[src/rtl/bcd_score_tracker.sv]
// Game score tracker: a binary score and a packed BCD image kept in lockstep.
// The score ticks up while running, drops on collision edges and saturates at both ends.
module bcd_score_tracker #(
  parameter int DIGITS      = 2,
  parameter int TICK_CYCLES = 60_000_000,
  parameter int START_SCORE = 10,
  parameter int MAX_SCORE   = 99,
  parameter int PENALTY     = 1,
  parameter int SCORE_W     = $clog2(MAX_SCORE + 1)
) (
  input  logic                  clk,
  input  logic                  reset,
  input  logic [1:0]            state,
  input  logic                  collision_detect,
  output logic [SCORE_W-1:0]    score_o,
  output logic [4*DIGITS-1:0]   bcd_o,
  output logic                  tick_o,
  output logic                  at_max_o,
  output logic                  at_zero_o
);

  localparam int BCD_W = 4 * DIGITS;
  localparam int CNT_W = $clog2(TICK_CYCLES);
  localparam int SUM_W = SCORE_W + 2;

  typedef enum logic [1:0] {IDLE = 2'd0, RUN = 2'd1, WIN = 2'd2, OVER = 2'd3} state_t;

  function automatic logic [BCD_W-1:0] to_bcd(input int value);
    int v;
    logic [BCD_W-1:0] r;
    v = value;
    r = '0;
    for (int i = 0; i < DIGITS; i++) begin
      r[4*i +: 4] = 4'(v % 10);
      v = v / 10;
    end
    return r;
  endfunction

  // Digit-serial add: a digit sum above 9 is corrected by +6 and carries.
  function automatic logic [BCD_W-1:0] bcd_add(input logic [BCD_W-1:0] a,
                                                input logic [BCD_W-1:0] b);
    logic [BCD_W-1:0] r;
    logic [4:0] s;
    logic c;
    r = '0;
    c = 1'b0;
    for (int i = 0; i < DIGITS; i++) begin
      s = {1'b0, a[4*i +: 4]} + {1'b0, b[4*i +: 4]} + {4'd0, c};
      if (s > 5'd9) begin
        s = s + 5'd6;
        c = 1'b1;
      end else begin
        c = 1'b0;
      end
      r[4*i +: 4] = s[3:0];
    end
    return r;
  endfunction

  // Digit-serial subtract: a negative digit difference is corrected by -6 and borrows.
  function automatic logic [BCD_W-1:0] bcd_sub(input logic [BCD_W-1:0] a,
                                                input logic [BCD_W-1:0] b);
    logic [BCD_W-1:0] r;
    logic [4:0] d;
    logic bw;
    r = '0;
    bw = 1'b0;
    for (int i = 0; i < DIGITS; i++) begin
      d = {1'b0, a[4*i +: 4]} - {1'b0, b[4*i +: 4]} - {4'd0, bw};
      if (d[4]) begin
        d = d - 5'd6;
        bw = 1'b1;
      end else begin
        bw = 1'b0;
      end
      r[4*i +: 4] = d[3:0];
    end
    return r;
  endfunction

  localparam logic [BCD_W-1:0]        START_BCD = to_bcd(START_SCORE);
  localparam logic [BCD_W-1:0]        MAX_BCD   = to_bcd(MAX_SCORE);
  localparam logic [BCD_W-1:0]        ONE_BCD   = to_bcd(1);
  localparam logic [BCD_W-1:0]        PEN_BCD   = to_bcd(PENALTY);
  localparam logic [BCD_W-1:0]        NET_BCD   = to_bcd(PENALTY - 1);
  localparam logic signed [SUM_W-1:0] MAX_S     = SUM_W'(MAX_SCORE);
  localparam logic signed [SUM_W-1:0] PEN_S     = SUM_W'(PENALTY);
  localparam logic [CNT_W-1:0]        CNT_LAST  = CNT_W'(TICK_CYCLES - 1);

  state_t                   st;
  logic [CNT_W-1:0]         cnt_q, cnt_d;
  logic                     col_q;
  logic                     det, tick;
  logic signed [SUM_W-1:0]  inc, dec, sum;
  logic [BCD_W-1:0]         bcd_step, bcd_d;
  logic [SCORE_W-1:0]       score_d;

  assign st = state_t'(state);

  always_comb begin
    det      = collision_detect & ~col_q;
    tick     = (st == RUN) && (cnt_q == CNT_LAST);
    inc      = tick ? SUM_W'(1) : '0;
    dec      = det ? PEN_S : '0;
    sum      = $signed({2'b00, score_o}) + inc - dec;
    bcd_step = bcd_o;
    case ({tick, det})
      2'b10:   bcd_step = bcd_add(bcd_o, ONE_BCD);
      2'b01:   bcd_step = bcd_sub(bcd_o, PEN_BCD);
      2'b11:   bcd_step = bcd_sub(bcd_o, NET_BCD);
      default: bcd_step = bcd_o;
    endcase

    cnt_d   = cnt_q;
    score_d = score_o;
    bcd_d   = bcd_o;
    case (st)
      RUN: begin
        cnt_d = tick ? '0 : cnt_q + CNT_W'(1);
        if (sum[SUM_W-1]) begin
          score_d = '0;
          bcd_d   = '0;
        end else if (sum > MAX_S) begin
          score_d = SCORE_W'(MAX_SCORE);
          bcd_d   = MAX_BCD;
        end else begin
          score_d = sum[SCORE_W-1:0];
          bcd_d   = bcd_step;
        end
      end
      WIN, OVER: begin
        cnt_d = cnt_q;
      end
      default: begin
        cnt_d   = '0;
        score_d = SCORE_W'(START_SCORE);
        bcd_d   = START_BCD;
      end
    endcase
  end

  always_ff @(posedge clk or negedge reset) begin
    if (!reset) begin
      cnt_q   <= '0;
      col_q   <= 1'b0;
      score_o <= SCORE_W'(START_SCORE);
      bcd_o   <= START_BCD;
      tick_o  <= 1'b0;
    end else begin
      cnt_q   <= cnt_d;
      col_q   <= collision_detect;
      score_o <= score_d;
      bcd_o   <= bcd_d;
      tick_o  <= tick;
    end
  end

  assign at_max_o  = (score_o == SCORE_W'(MAX_SCORE));
  assign at_zero_o = (score_o == '0);

endmodule

[config.mk]
export PLATFORM = sky130hd
export DESIGN_NAME = bcd_score_tracker
export DESIGN_NICKNAME = d
export VERILOG_FILES = /design/src/rtl/bcd_score_tracker.sv
export SDC_FILE = /design/constraint.sdc
export NUM_CORES = 1
export LEC_CHECK = 0
export ABC_AREA = 1
export CORE_ASPECT_RATIO = 1.2
export CORE_MARGIN = 1.5
export CORE_UTILIZATION = 50
export DETAILED_ROUTE_END_ITERATION = 12
export DONT_BUFFER_PORTS = 1
export GPL_TIMING_DRIVEN = 0
export SLEW_MARGIN = 15
export SYNTH_ARGS = -nofsm -noshare
export SYNTH_HDL_FRONTEND = slang
export SYNTH_SLANG_ARGS = --single-unit
[constraint.sdc]
create_clock -name clk -period 7.9 [get_ports clk]
set_input_delay 1.975 -clock clk [delete_from_list [all_inputs] [get_ports clk]]
set_output_delay 1.975 -clock clk [all_outputs]
set_load 0.01 [all_outputs]
======== Word level (Yosys, flattened, before mapping) ========
Index checks and enable logic that the tools add are counted.
word-level totals
  register bits after elaboration ......... 43
  input port bits ......................... 5
  output and inout port bits .............. 18
operators by class
  add/sub/neg operators ................... 13
  order comparisons ....................... 3
  eq/ne operators ......................... 11
  muxes and demuxes ....................... 21
  bitwise logic cells ..................... 3
  reductions and logical operators ........ 5
operators with widths
  cell                                                                              number
  26-bit case mux with 2 select lines                                               1
  26-bit by 1-bit adder with 26-bit output (second input constant)                  1
  26-bit == test (second input constant)                                            1
  26-bit two-way mux                                                                1
  8-bit case mux with 3 select lines                                                1
  4-bit two-way mux                                                                 5
  8-bit two-way mux                                                                 2
  8-bit case mux with 2 select lines                                                1
  7-bit two-way mux                                                                 2
  7-bit case mux with 2 select lines                                                1
  4-bit by 3-bit subtractor with 4-bit output (second input constant)               3
  5-bit by 4-bit greater-than comparator with 1-bit output (second input constant)  2
  4-bit by 1-bit subtractor with 5-bit output                                       2
  9-bit by 8-bit greater-than comparator with 1-bit output (second input constant)  1
  8-bit by 1-bit subtractor with 9-bit output                                       1
  4-bit by 3-bit adder with 4-bit output (second input constant)                    2
  7-bit by 1-bit adder with 8-bit output                                            1
  2-bit == test (second input constant)                                             4
  7-bit == test (second input constant)                                             1
  7-bit zero test                                                                   1
  1-bit two-way mux                                                                 7
  6-bit by 2-bit inequality test with 1-bit output (second input constant)          1
  4-bit by 1-bit adder with 5-bit output                                            1
  4-bit by 1-bit adder with 5-bit output (second input constant)                    1
  other kinds (10)                                                                  12

======== Longest topological paths before layout ========
Gate-level depths: netlist of the first run.
  depth in word-level cells ............... 11
  mapped depth ............................ 25

======== Worst setup path before layout of the first run ========
OpenSTA, ideal clock, no wires.
  path kind ............................... input to register
  start ................................... in state[1]
  end ..................................... reg bcd_o[0]
  setup time .............................. 0.116 ns
  arrival ................................. 4.215 ns
  required time ........................... 7.784 ns
  setup slack ............................. 3.569 ns
  stages .................................. 18
  buffers on the path ..................... 0
  cell sequence ........................... inv_2 nand2_1 inv_4 nand4_1 ha_1 inv_1 ha_1 fa_1 nand2_1 nand2_2 nand3_2 nand3_1 nand2_2 nand3_4 nand4_1 nand3_1 nand2_1 nand2_1
on the way
  word-level cells in the longest chain between the ends .. 9
  elaborated cells between the ends (all ways) .. 20
  those cells by class .................... add/sub: 2; order compare: 1; eq/ne: 8; mux: 5; bitwise: 1; reduce/logical: 3
ends and longest elaborated chain
  item                                                      line      text
  from (decl)                                               13        input logic [1:0] state,
  2-bit by 1-bit == test with 1-bit output                  103, 118
  1-bit logical AND                                         103       tick = (st == RUN) && (cnt_q == CNT_LAST);
  1-bit two-way mux                                         104       inc = tick ? SUM_W'(1) : '0;
  7-bit by 1-bit adder with 8-bit output                    106       sum = $signed({2'b00, score_o}) + inc - dec;
  8-bit by 1-bit subtractor with 9-bit output               106
  9-bit by 8-bit greater-than comparator with 1-bit output  124       end else if (sum > MAX_S) begin
  8-bit two-way mux                                         124
  8-bit two-way mux                                         121       if (sum[SUM_W-1]) begin
  8-bit case mux with 2 select lines                        118       case (st)
  to (signal assigned)                                      148       bcd_o <= START_BCD;
  to (signal assigned)                                      154       bcd_o <= bcd_d;
  to (decl)                                                 16        output logic [4*DIGITS-1:0] bcd_o,
Several ways; a longest one is shown, not always the timed one.
A chain may end at the register's enable or synchronous reset.

======== Worst setup path after layout of the first run ========
  start ................................... in state[1]
  end ..................................... reg bcd_o[2]
Same word-level chain as after synthesis.

==> flow_summary.json, run 1 <==
{
  "fp-row-count": 33,
  "post_cts_resize_count": 0,
  "path_clk_slew_ps": 90,
  "numCtsBuffers": 5,
  "tightest_slew_ps": 641,
  "dp_hpwl_um": 6550,
  "met1_usage_pct": 27.7,
  "avgSynthCellArea_um2": 7.20,
  "hp-class": "flip-flop to flip-flop",
  "start_util_pct": 51.7,
  "cts_tree": "yes",
  "synth_area_um2": 3520,
  "gr-usage-met3_pct": 3.96,
  "grt_max_degree": 44,
  "nets": 529,
  "fin_setup_tns_ps": 0,
  "cts_setup_buffers": 0,
  "max_freq_mhz": 211,
  "synth.area.top_cells": "dfrtp_1, nand2_1, ha_1",
  "min_period_over_period_pct": 60.0,
  "area_delta_synth_final_pct": 6.11,
  "path_cells": "inv_2 > nand2_1 > inv_4 > nand4_1 > ha_1 > clkinv_1 > fa_1 > nand2_1 > nand2_2 > nand3_2 > nand3_1 > nand2_2 > nand3_4 > nand2_4 > nand2_4 > nand2_2 > nor2_1 > nand2_1 > nand2_1",
  "ys_ff_latch": 43,
  "status": "finished, final reports clean",
  "p_per_area_nw_per_um2": 324,
  "cp.required_ps": 8090,
  "rsz0062_at_grt": "no",
  "final.fill_count": 702,
  "endpoint_kind": "flip-flop",
  "cts_buffer_depth": 2,
  "drive_gt1_share_pct": 11.1,
  "max_stage_delay_ps": 550,
  "antenna_left": 0,
  "synthCells": 489,
  "slowest_stage": "fa_1",
  "ys_seq_area_share_pct": 30.7,
  "most-common-layout-cells": "nand2_1, inv_1, dfrtp_1",
  "htree_levels": 2,
  "crit_family": "simple AND/OR/NAND/NOR gates",
  "cellLeakagePower_nw": 1.77,
  "finalHoldViolations": 0,
  "total_power_w": 0.00121,
  "skew_ps": 12.4,
  "final-max-slew-violation-count": 0,
  "worstPathBufferInverterCount": 3,
  "synth_fp_nets": 522,
  "drt-total-wl_um": 8660,
  "gp_congestion": 0.959,
  "core_area_um2": 6810,
  "layout_commonest_cell": "nand2_1",
  "drtPass1Iterations": 4,
  "grt_usage_pct": 24.5,
  "whs_ps": 541,
  "globalRouteMet2Util_pct": 46.4,
  "drt_iter0_markers": 156,
  "cp.arrival_ps": 4930,
  "num_vias": 3213,
  "top_usage_layer": "met2",
  "yosysTopAreaCell": "dfrtp_1",
  "drc_errors": 0,
  "grt_pass1_wl_um": 14400,
  "min_period_ps": 4740,
  "first_global_vias": 3084,
  "crit_top_cell": "nand2_1",
  "yosys_warnings": 0,
  "ys_types": 44,
  "max-vdd-ir-drop_mv": 0.194,
  "drv_cap": 0,
  "setup_viol": 0,
  "diodes": 0,
  "cts_hold_buf": 0,
  "overflow": 0,
  "max_slew_margin_pct": 57.3,
  "ios": 23,
  "clockRootBuffer": "clkbuf_8",
  "wl_per_cell_um": 14.8,
  "synth_top_area_share_pct": 28.4,
  "crit_fanout": 11,
  "die_area_um2": 7560,
  "numClockSinks": 43,
  "clock_latency_ps": 300,
  "antenna_found_initial": 0,
  "die_width_um": 79.6,
  "port_buffers": 0,
  "via_per_inst": 5.50,
  "path_class": "primary input to flip-flop",
  "die_h_um": 94.9,
  "cp-start-kind": "primary input"
}
registers in the layout, summed over array words and instances, names as in the netlist:
register,flops
cnt_q,26
bcd_o,8
col_q,1
tick_o,1
score_o,7
power by group:
part           switching [W]  internal [W]  leakage [nW]  total, W
Clock              0.0000778     0.0000948        0.0524  0.000173
Sequential         0.0000593      0.000257         0.581  0.000316
Combinational       0.000469      0.000252          1.14  0.000721
Total               0.000606      0.000603          1.77   0.00121
metal layers:
layer	vias to the layer above	routed length (µm)
met4	0	106
met1	1502	3740
met2	57	4560
li1	1644	-
met5	-	0
met3	10	253
metrics by stage:
stage / utilization, % / std cells / setup slack, ps / instance area (µm²)
global placement: 53.3 / 576 / 2800 / 3630
finish: 54.8 / 584 / 3160 / 3740
global route: 54.8 / 584 / 2860 / 3740
detailed placement: 53.3 / 576 / 2820 / 3630
CTS: 54.8 / 584 / 3140 / 3740
floorplan: - / 489 / 3570 / 3520
cell families after synthesis:
| kind of cell | share of synthesized area (%) |
|---|---|
| buf+inv | 8.95 |
| flops | 30.7 |
| xor+xnor | 2.49 |
| fa+ha+maj | 10.2 |
| simple gates | 34.9 |
| compound gates | 12.8 |
area by class of cell:
type                            count  area, µm²  area share (%)
Clock buffer                        7       76.3            2.04
Clock inverter                      1       30.0           0.804
Tap cell                           87        109            2.91
Inverter                           75        284            7.60
Sequential cell                    43       1080            28.9
Buffer                              6       31.3           0.837
Multi-Input combinational cell    365       2130            56.9
synth_stat cells, drive strengths merged:
cell type,number
a21oi,14
a22o,1
a22oi,2
a31oi,3
a32o,1
and2,1
buf,3
clkbuf,3
clkinv,1
dfrtp,40
dfstp,3
fa,1
ha,27
inv,74
nand2,133
nand3,36
nand3b,2
nand4,18
nor2,35
nor3,16
nor3b,1
nor4,6
o211ai,2
o21ai,39
o22ai,14
o31ai,2
or2,1
xnor2,1
xor2,9
worst min-delay path: cells and delay by family (launching register included):
family,cells,cell delay [ps]
AND/OR/NAND/NOR,2,130
flip-flops,1,410
path summary, 6_finish.rpt:
check | startpoint | to | slack [ps] | cells past startpoint
max in group asynchronous | reset | bcd_o[4] | 6360 | 0
setup reg to reg | cnt_q[0] | bcd_o[2] | 4230 | 21
hold / removal | bcd_o[4] | bcd_o[4] | 540 | 2
setup / recovery | state[1] | bcd_o[2] | 3160 | 19
min in group asynchronous | reset | cnt_q[21] | 1360 | 0
hold reg to reg | bcd_o[4] | bcd_o[4] | 540 | 2
(Power assumes the default switching activity.)
==> inputs of run 2 (changes only) <==
Settings changed: PLACE_DENSITY set to 0.68.
Clock period 7.9 ns to 4 ns, I/O delays scaled along.
==> flow_summary.json, run 2 (synthesis gave the netlist of run 1 again) <==
{
  "overflow": 0,
  "max_slew_margin_pct": 62.4,
  "tightest_slew_ps": 563,
  "core_area_um2": 6810,
  "skew_ps": 11.3,
  "cts_hold_buf": 0,
  "max_freq_mhz": 270,
  "antenna_left": 0,
  "cp.required_ps": 4190,
  "layout_commonest_cell": "nand2_1",
  "antenna_found_initial": 0,
  "max-vdd-ir-drop_mv": 0.448,
  "drt-total-wl_um": 8360,
  "max_stage_delay_ps": 490,
  "grt_max_degree": 44,
  "diodes": 0,
  "min_period_over_period_pct": 92.8,
  "most-common-layout-cells": "nand2_1, inv_1, dfrtp_1",
  "gp_congestion": 0.859,
  "drt_iter0_markers": 122,
  "cp-start-kind": "primary input",
  "finalHoldViolations": 0,
  "reg2reg_depth": 19,
  "cts_buffer_depth": 2,
  "wl_per_cell_um": 14.3,
  "via_per_inst": 5.60,
  "die_width_um": 79.6,
  "total_power_w": 0.00245,
  "p_per_area_nw_per_um2": 651,
  "htree_levels": 2,
  "path_clk_slew_ps": 90,
  "cp.arrival_ps": 3900,
  "largest_register": "cnt_q",
  "numCtsBuffers": 5,
  "fp-row-count": 33,
  "grt_usage_pct": 24.3,
  "hp-class": "primary input to asynchronous set/reset pin",
  "final_cells": 584,
  "place_area_um2": 3630,
  "num_vias": 3272,
  "final_util_pct": 55.3,
  "port_buffers": 0,
  "cellLeakagePower_nw": 1.79,
  "final-max-slew-violation-count": 0,
  "crit_fanout": 11,
  "path_cells": "inv_2 > nand2_1 > inv_4 > nand4_1 > ha_1 > clkinvlp_4 > fa_1 > nand2_1 > nand2_2 > nand3_2 > nand3_1 > nand2_2 > nand3_4 > a21oi_1 > nor2_1 > nand2_1 > nand2_1",
  "clock_latency_ps": 310,
  "min_period_ps": 3710,
  "slowest_stage": "fa_1",
  "first_global_vias": 3156,
  "start_util_pct": 51.7,
  "die_h_um": 94.9,
  "grt_pass1_wl_um": 14200,
  "drive_gt1_share_pct": 11.5,
  "top_regs": "cnt_q x26, bcd_o x8, score_o x7",
  "die_area_um2": 7560,
  "path_class": "primary input to flip-flop",
  "crit_top_cell": "nand2_1",
  "cts_tree": "yes",
  "setup_viol": 0,
  "largest_reg_flops": 26,
  "dp_hpwl_um": 6340,
  "nets": 529,
  "clockRootBuffer": "clkbuf_8",
  "drv_cap": 0,
  "fin_area_um2": 3770,
  "rsz0062_at_grt": "no",
  "numClockSinks": 43,
  "ios": 23,
  "endpoint_kind": "flip-flop",
  "dp.cells": 576,
  "drc_errors": 0,
  "area_delta_synth_final_pct": 6.97,
  "drtPass1Iterations": 5,
  "status": "finished, final reports clean"
}
## run 2: metrics by stage
stage / setup WS, ps / hold WS [ps] / TNS, ps
floorplan: 644 / 488 / 0
global placement: -34.9 / 517 / -41.9
detailed placement: -71.3 / 516 / -227
CTS: 254 / 359 / 0
global route: 79.2 / 354 / 0
finish: 290 / 378 / 0
## run 2: layer usage
layer  routed length [µm]  up-vias  track usage, %
met5                    0        -               0
met4                  259        0            10.8
met3                  354       21            3.96
met2                 4180       85            42.9
met1                 3570     1515            28.7
li1                     -     1651               -
## run 2: worst max-delay path: cells and delay by family
family	cells	cell delay [ps]
simple gates	11	1170
buf+inv	3	510
compound gates	1	290
fa+ha+maj	2	900
## run 2: power by group
| part | internal [W] | total [W] | switching (W) |
|---|---|---|---|
| clock | 0.000250 | 0.000409 | 0.000159 |
| sequential | 0.000507 | 0.000622 | 0.000114 |
| combinational | 0.000497 | 0.00142 | 0.000924 |
| total | 0.00125 | 0.00245 | 0.00120 |
## run 2: cell type report
class	instances	area (µm²)
fill	662	3050
multi-input combinational	365	2130
sequential	43	1080
inverter	75	288
tap	87	109
clock buffer	6	72.6
clock inverter	2	60.1
buffer	6	31.3
## run 2: final timing paths
| kind | from | to | slack (ps) |
|---|---|---|---|
| worst max-delay path | state[1] | bcd_o[1] | 290 |
| worst min-delay path | reset | cnt_q[6] | 380 |
| worst max register to register | cnt_q[0] | bcd_o[1] | 370 |
| worst min register to register | bcd_o[4] | bcd_o[4] | 530 |
| max in group asynchronous | reset | bcd_o[4] | 3430 |
| min in group clk | bcd_o[4] | bcd_o[4] | 530 |
## run 2: repair_timing
| item | CTS | global route |
|---|---|---|
| setup endpoints to repair | 0 | 3 |
| resized for setup | 0 | 1 |
| buffers inserted | 0 | 0 |
==> patch 1, RTL diff (settings of run 1) <==
Change the parameter `START_SCORE` from 10 to 7.
--- a/src/rtl/bcd_score_tracker.sv
+++ b/src/rtl/bcd_score_tracker.sv
@@ -5,3 +5,3 @@
   parameter int TICK_CYCLES = 60_000_000,
-  parameter int START_SCORE = 10,
+  parameter int START_SCORE = 7,
   parameter int MAX_SCORE   = 99,
Formal check against the unedited RTL: not equivalent (Yosys sat finds a counterexample within 4 cycles, from zero or initial values and one cycle with reset low).
==> patch 1 against run 1 <==
  * Non-clock buffer count grew 2
  * Critical endpoint is now bcd_o[2]
  * Critical path depth grew 1
  * Power decreased by 13%
  * Final area grew 1.6%
  * Sequential cell count is the same
  * Critical path type unchanged
  * Setup slack got worse by 570 ps
  * Largest power group unchanged
  * Sequential share of layout area is 0.35 points lower
  * Register-to-register slack got worse by 50 ps
  * Area after synthesis up 0.92%
  * Wire length is 0.87% lower
==> patch 1: results (changes against run 1) <==
Power
  • Lkg Pwr: 1.84 nW (+3.7%)
  • Sw Pwr: 0.000476 W (-21%)
  • Worst vdd ir: 0.161 mV (-17%)

Clocking
  • Root Buffer: clkbuf_8
  • Worst-Skew Late Latency: 310 ps
  • Num CTS Buffers: 5 (unchanged)
  • CTS max path bufs: 2 (unchanged)
  • Htree depth: 2 (unchanged)

Detailed routing
  • Detailed Route WL: 8.58 mm (-0.87%)
  • Via density: 5.43 (-1.4%)
  • Wire per inst: 14.3 um (-3.7%)
  • Pre-Repair DR Iteration Count: 4 (unchanged)
  • Drt first-iter violations: 173 (+11%)

Worst setup path
  • CP arrival: 5560 ps (+630 ps)
  • Worst stage delay on the critical path: 540 ps
  • Worst r2r path cells: 20 (-4.8%)
  • Crit Path Max Fanout: 11 (unchanged)

Synth
  • Post-Synth Adder-Cell Area: 0.101 (-0.000930)
  • Cells after Synth: 506 (+3.5%)
  • Compound-Gate Fraction of Synth Area: 0.113 (-0.0149)
  • Cell variety after synth: 46 (+4.5%)
  • Ys async rst share: 1.00 (unchanged)
  • Sequential area share after synthesis: 0.305 (-0.00175)
  • Synthesized Nets: 539 (+3.3%)
  • Post-synth top cells: nand2_1 (135), inv_1 (72), nand3_1 (42)
  • Top cells by area, synth: dfrtp_1 (26%), nand2_1 (14%), ha_1 (9.5%), inv_1 (7.6%), nand3_1 (5.9%)
  • Post-Synth XOR/XNOR Area: 0.0197 (-0.00516)

GRT
  • Vias in the first global route: 3161 (+2.5%)
  • Global-route wire length before repair: 14.7 mm (+2.4%)
  • Total GRT Usage: 0.248 (+0.00265)

Finish
  • Layout cells sized above 1: 0.105 (-0.00561)
  • Fin nets: 546 (+3.2%)
  • Filler Cell Count: 702 (unchanged)

Flow run
  • Max-cap violations: 0 (unchanged)

Placed design
  • DP HPWL: 6.68 mm (+2.0%)
  • Inst Count DP: 593 (+3.0%)
  • Setup WS pre-CTS: 2230 ps (-591 ps)
  • Gpl congestion: 0.907 (-5.4%)

STA
  • Worst clock skew: 9.71 ps (-2.71 ps)
  • Slew Limit Headroom: 0.618 (+0.0455)

Outcome
  • Run status: finished clean

Hold path
  • Worst hold path class: register to register
  • Worst Hold Path Cells: 2 (unchanged)
## patch 1: routing by layer
metal | global-route usage | part of all wire
met1 | 0.296 | 0.43
met2 | 0.460 | 0.51
met3 | 0.0344 | 0.036
met4 | 0.0647 | 0.015
met5 | 0 | 0
## patch 1: path summary, 6_finish.rpt
kind	startpoint	end	slack, ps
min in group asynchronous	reset	score_o[3]	1350
worst max register to register	cnt_q[0]	bcd_o[2]	4180
worst min-delay path	cnt_q[1]	cnt_q[1]	530
worst min register to register	cnt_q[1]	cnt_q[1]	530
max in group asynchronous	reset	bcd_o[0]	6350
worst max-delay path	state[1]	bcd_o[2]	2590
## patch 1: kinds of logic after synthesis
| kind of cell | after synthesis |
|---|---|
| buf+inv | 85 |
| compound gates | 70 |
| xor+xnor | 8 |
| simple gates | 272 |
| flops | 43 |
| fa+ha+maj | 28 |
## patch 1: final cells by class
type / instances / share of cell area
Sequential cell: 43 / 0.286
Inverter: 77 / 0.0762
Clock buffer: 6 / 0.0191
Tap cell: 87 / 0.0287
Multi-Input combinational cell: 378 / 0.564
Buffer: 8 / 0.0106
Clock inverter: 2 / 0.0158
## patch 1: metrics by stage
step | instance area, um2 | utilization | power (W)
4_1_cts | 3790 | 0.554 | 0.00106
6_report | 3790 | 0.554 | 0.00105
3_3_place_gp | 3660 | 0.534 | 0.000841
3_5_place_dp | 3660 | 0.534 | 0.000847
2_1_floorplan | 3550 | - | 0.000736
5_1_grt | 3790 | 0.554 | 0.00117
## patch 1: power by group through the flow
stage	clock (W)	combinational, W	sequential [W]
floorplan	0	0.000438	0.000298
global placement	0	0.000531	0.000310
detailed placement	0	0.000536	0.000311
CTS	0.000211	0.000541	0.000307
global route	0.000224	0.000637	0.000311
finish	0.000209	0.000537	0.000306
==> patch 2, RTL diff (config.mk and constraints of run 1) <==
Made on the original files. Add an input register stage for `state` and `collision_detect`, without a reset; this delays them by one clock.
--- a/src/rtl/bcd_score_tracker.sv
+++ b/src/rtl/bcd_score_tracker.sv
@@ -26,2 +26,10 @@
   typedef enum logic [1:0] {IDLE = 2'd0, RUN = 2'd1, WIN = 2'd2, OVER = 2'd3} state_t;
+
+  logic [1:0] state_q;
+  logic collision_detect_q;
+
+  always_ff @(posedge clk) begin
+    state_q            <= state;
+    collision_detect_q <= collision_detect;
+  end
 
@@ -98,6 +106,6 @@
 
-  assign st = state_t'(state);
+  assign st = state_t'(state_q);
 
   always_comb begin
-    det      = collision_detect & ~col_q;
+    det      = collision_detect_q & ~col_q;
     tick     = (st == RUN) && (cnt_q == CNT_LAST);
@@ -151,3 +159,3 @@
       cnt_q   <= cnt_d;
-      col_q   <= collision_detect;
+      col_q   <= collision_detect_q;
       score_o <= score_d;
Behaviour: not the same (a bounded check fails within 4 cycles, from zero or initial values and one cycle with reset low).
==> patch 2 against run 1 <==
  * Clock skew is 4.2 ps higher
  * Sequential cell count increased by 3
  * Non-clock buffer count rose by 2
  * Final cell count increased by 5.7%
  * Final area increased by 2.4%
  * Worst hold slack lost 180 ps
  * Count of clock-buffer cells in the layout fell by 1
  * Area after synthesis is 3.2% higher
  * Power fell by 17%
  * Setup slack improved by 770 ps
  * Wire length is 5.4% higher
  * Die area up 3.0%
  * Critical endpoint unchanged
  * Largest cell class unchanged
  * Highest routed layer unchanged
==> patch 2: results (changes against run 1) <==
Clocking
  • Clock slew at reported path FFs: 80 ps
  • Setup Fix Bufs, Post-CTS: 0 (unchanged)
  • Htree depth: 2 (unchanged)

Worst setup path
  • FF-to-FF End: bcd_o[2]
  • Worst stage delay on the critical path: 550 ps (about the same)
  • Flop2flop setup slack: 3930 ps (-300 ps)
  • CP arrival: 4160 ps (-770 ps)
  • Crit Path Max Fanout: 11 (unchanged)
  • Crit Path Class: register to register
  • Worst r2r path cells: 21 (unchanged)
  • Top delay family on crit path: simple AND/OR/NAND/NOR gates

Synth
  • Synthesized Nets: 555 (+6.3%)
  • Sequential area share after synthesis: 0.314 (+0.00713)
  • Syn avg cell area: 6.96 um2 (-3.4%)
  • Top cells by area, synth: dfrtp_1 (28%), nand2_1 (14%), ha_1 (9.3%), inv_1 (7.3%), nand3_1 (5.6%)
  • Post-synth top cells: nand2_1 (138), inv_1 (71), nand3_1 (41)
  • Ys async rst share: 0.935 (-0.0652)
  • Synth Warn #: 0 (unchanged)
  • Cell variety after synth: 41 (-6.8%)

Hold path
  • Worst Hold Endpoint: col_q
  • Worst hold path class: register to register
  • Worst Min Path Start: collision_detect_q
  • Worst Hold Path Cells: 0 (-2)

Placed design
  • DP HPWL: 7.22 mm (+10%)
  • Gpl congestion: 0.905 (-5.6%)
  • Inst Count DP: 609 (+5.7%)

Outcome
  • Run status: finished clean

Detailed routing
  • Total number of vias: 3352 (+4.3%)
  • Detailed Route WL: 9.13 mm (+5.4%)
  • Drt first-iter violations: 160 (+2.6%)
  • Pre-Repair DR Iteration Count: 6 (+2)
  • Wire per inst: 14.8 um (-0.21%)

GRT
  • Total GRT Usage: 0.256 (+0.0111)
  • Vias in the first global route: 3240 (+5.1%)
  • Initial antenna violation count: 0 (unchanged)
  • Global-route wire length before repair: 15.2 mm (+5.6%)

Power
  • Lkg Pwr: 1.89 nW (+6.8%)
  • Worst vdd ir: 0.181 mV (-6.8%)

Finish
  • Layout cells sized above 1: 0.0887 (-0.0220)
  • Antenna Cells: 0 (unchanged)

STA
  • Slew Limit Headroom: 0.618 (+0.0454)
  • Worst clock skew: 16.6 ps (+4.18 ps)
patch 2: power by group:
part	switching (W)	internal, W	total (W)
registers	0.0000474	0.000266	0.000314
clock network	0.0000841	0.0000626	0.000147
logic	0.000357	0.000191	0.000548
total	0.000488	0.000520	0.00101
patch 2: area by class of cell:
cell class              instances  area (um2)
fillers                       706        3110
multi-input cells             386        2140
flip-flops and latches         46        1140
inverters                      82         308
well taps                      87         109
clock buffers                   6        72.6
plain buffers                   8        42.5
clock inverters                 2        13.8
patch 2: routing by layer:
layer | wire (um) | track usage | up-vias
met5 | 0 | 0 | -
met4 | 172 | 0.0876 | 0
met3 | 162 | 0.0294 | 15
met2 | 4970 | 0.488 | 37
met1 | 3830 | 0.291 | 1576
li1 | - | - | 1724
patch 2: per-stage QoR:
step / setup WS, ps / utilization / area (um2) / hold WS (ps) / power (W)
CTS: 3910 / 0.552 / 3830 / 363 / 0.00102
finish: 3930 / 0.552 / 3830 / 356 / 0.00101
global route: 3530 / 0.552 / 3830 / 363 / 0.00111
floorplan: 4640 / - / 3630 / 332 / 0.000747
detailed placement: 3940 / 0.539 / 3740 / 350 / 0.000866
global placement: 3950 / 0.539 / 3740 / 339 / 0.000854
patch 2: kinds of logic after synthesis:
| family | share of synthesized area |
|---|---|
| and+or+nand+nor | 0.350 |
| buffers and inverters | 0.0965 |
| AOI/OAI and AO/OA | 0.107 |
| DFF | 0.314 |
| adders and majority gates | 0.0985 |
| xor gates and xnor gates | 0.0338 |
patch 2: worst max path at each step:
stage | end | depth (start not counted)
finish | bcd_o[2] | 21
global route | bcd_o[2] | 21
CTS | bcd_o[2] | 21
detailed placement | bcd_o[2] | 21
global placement | bcd_o[2] | 21
floorplan | bcd_o[1] | 22
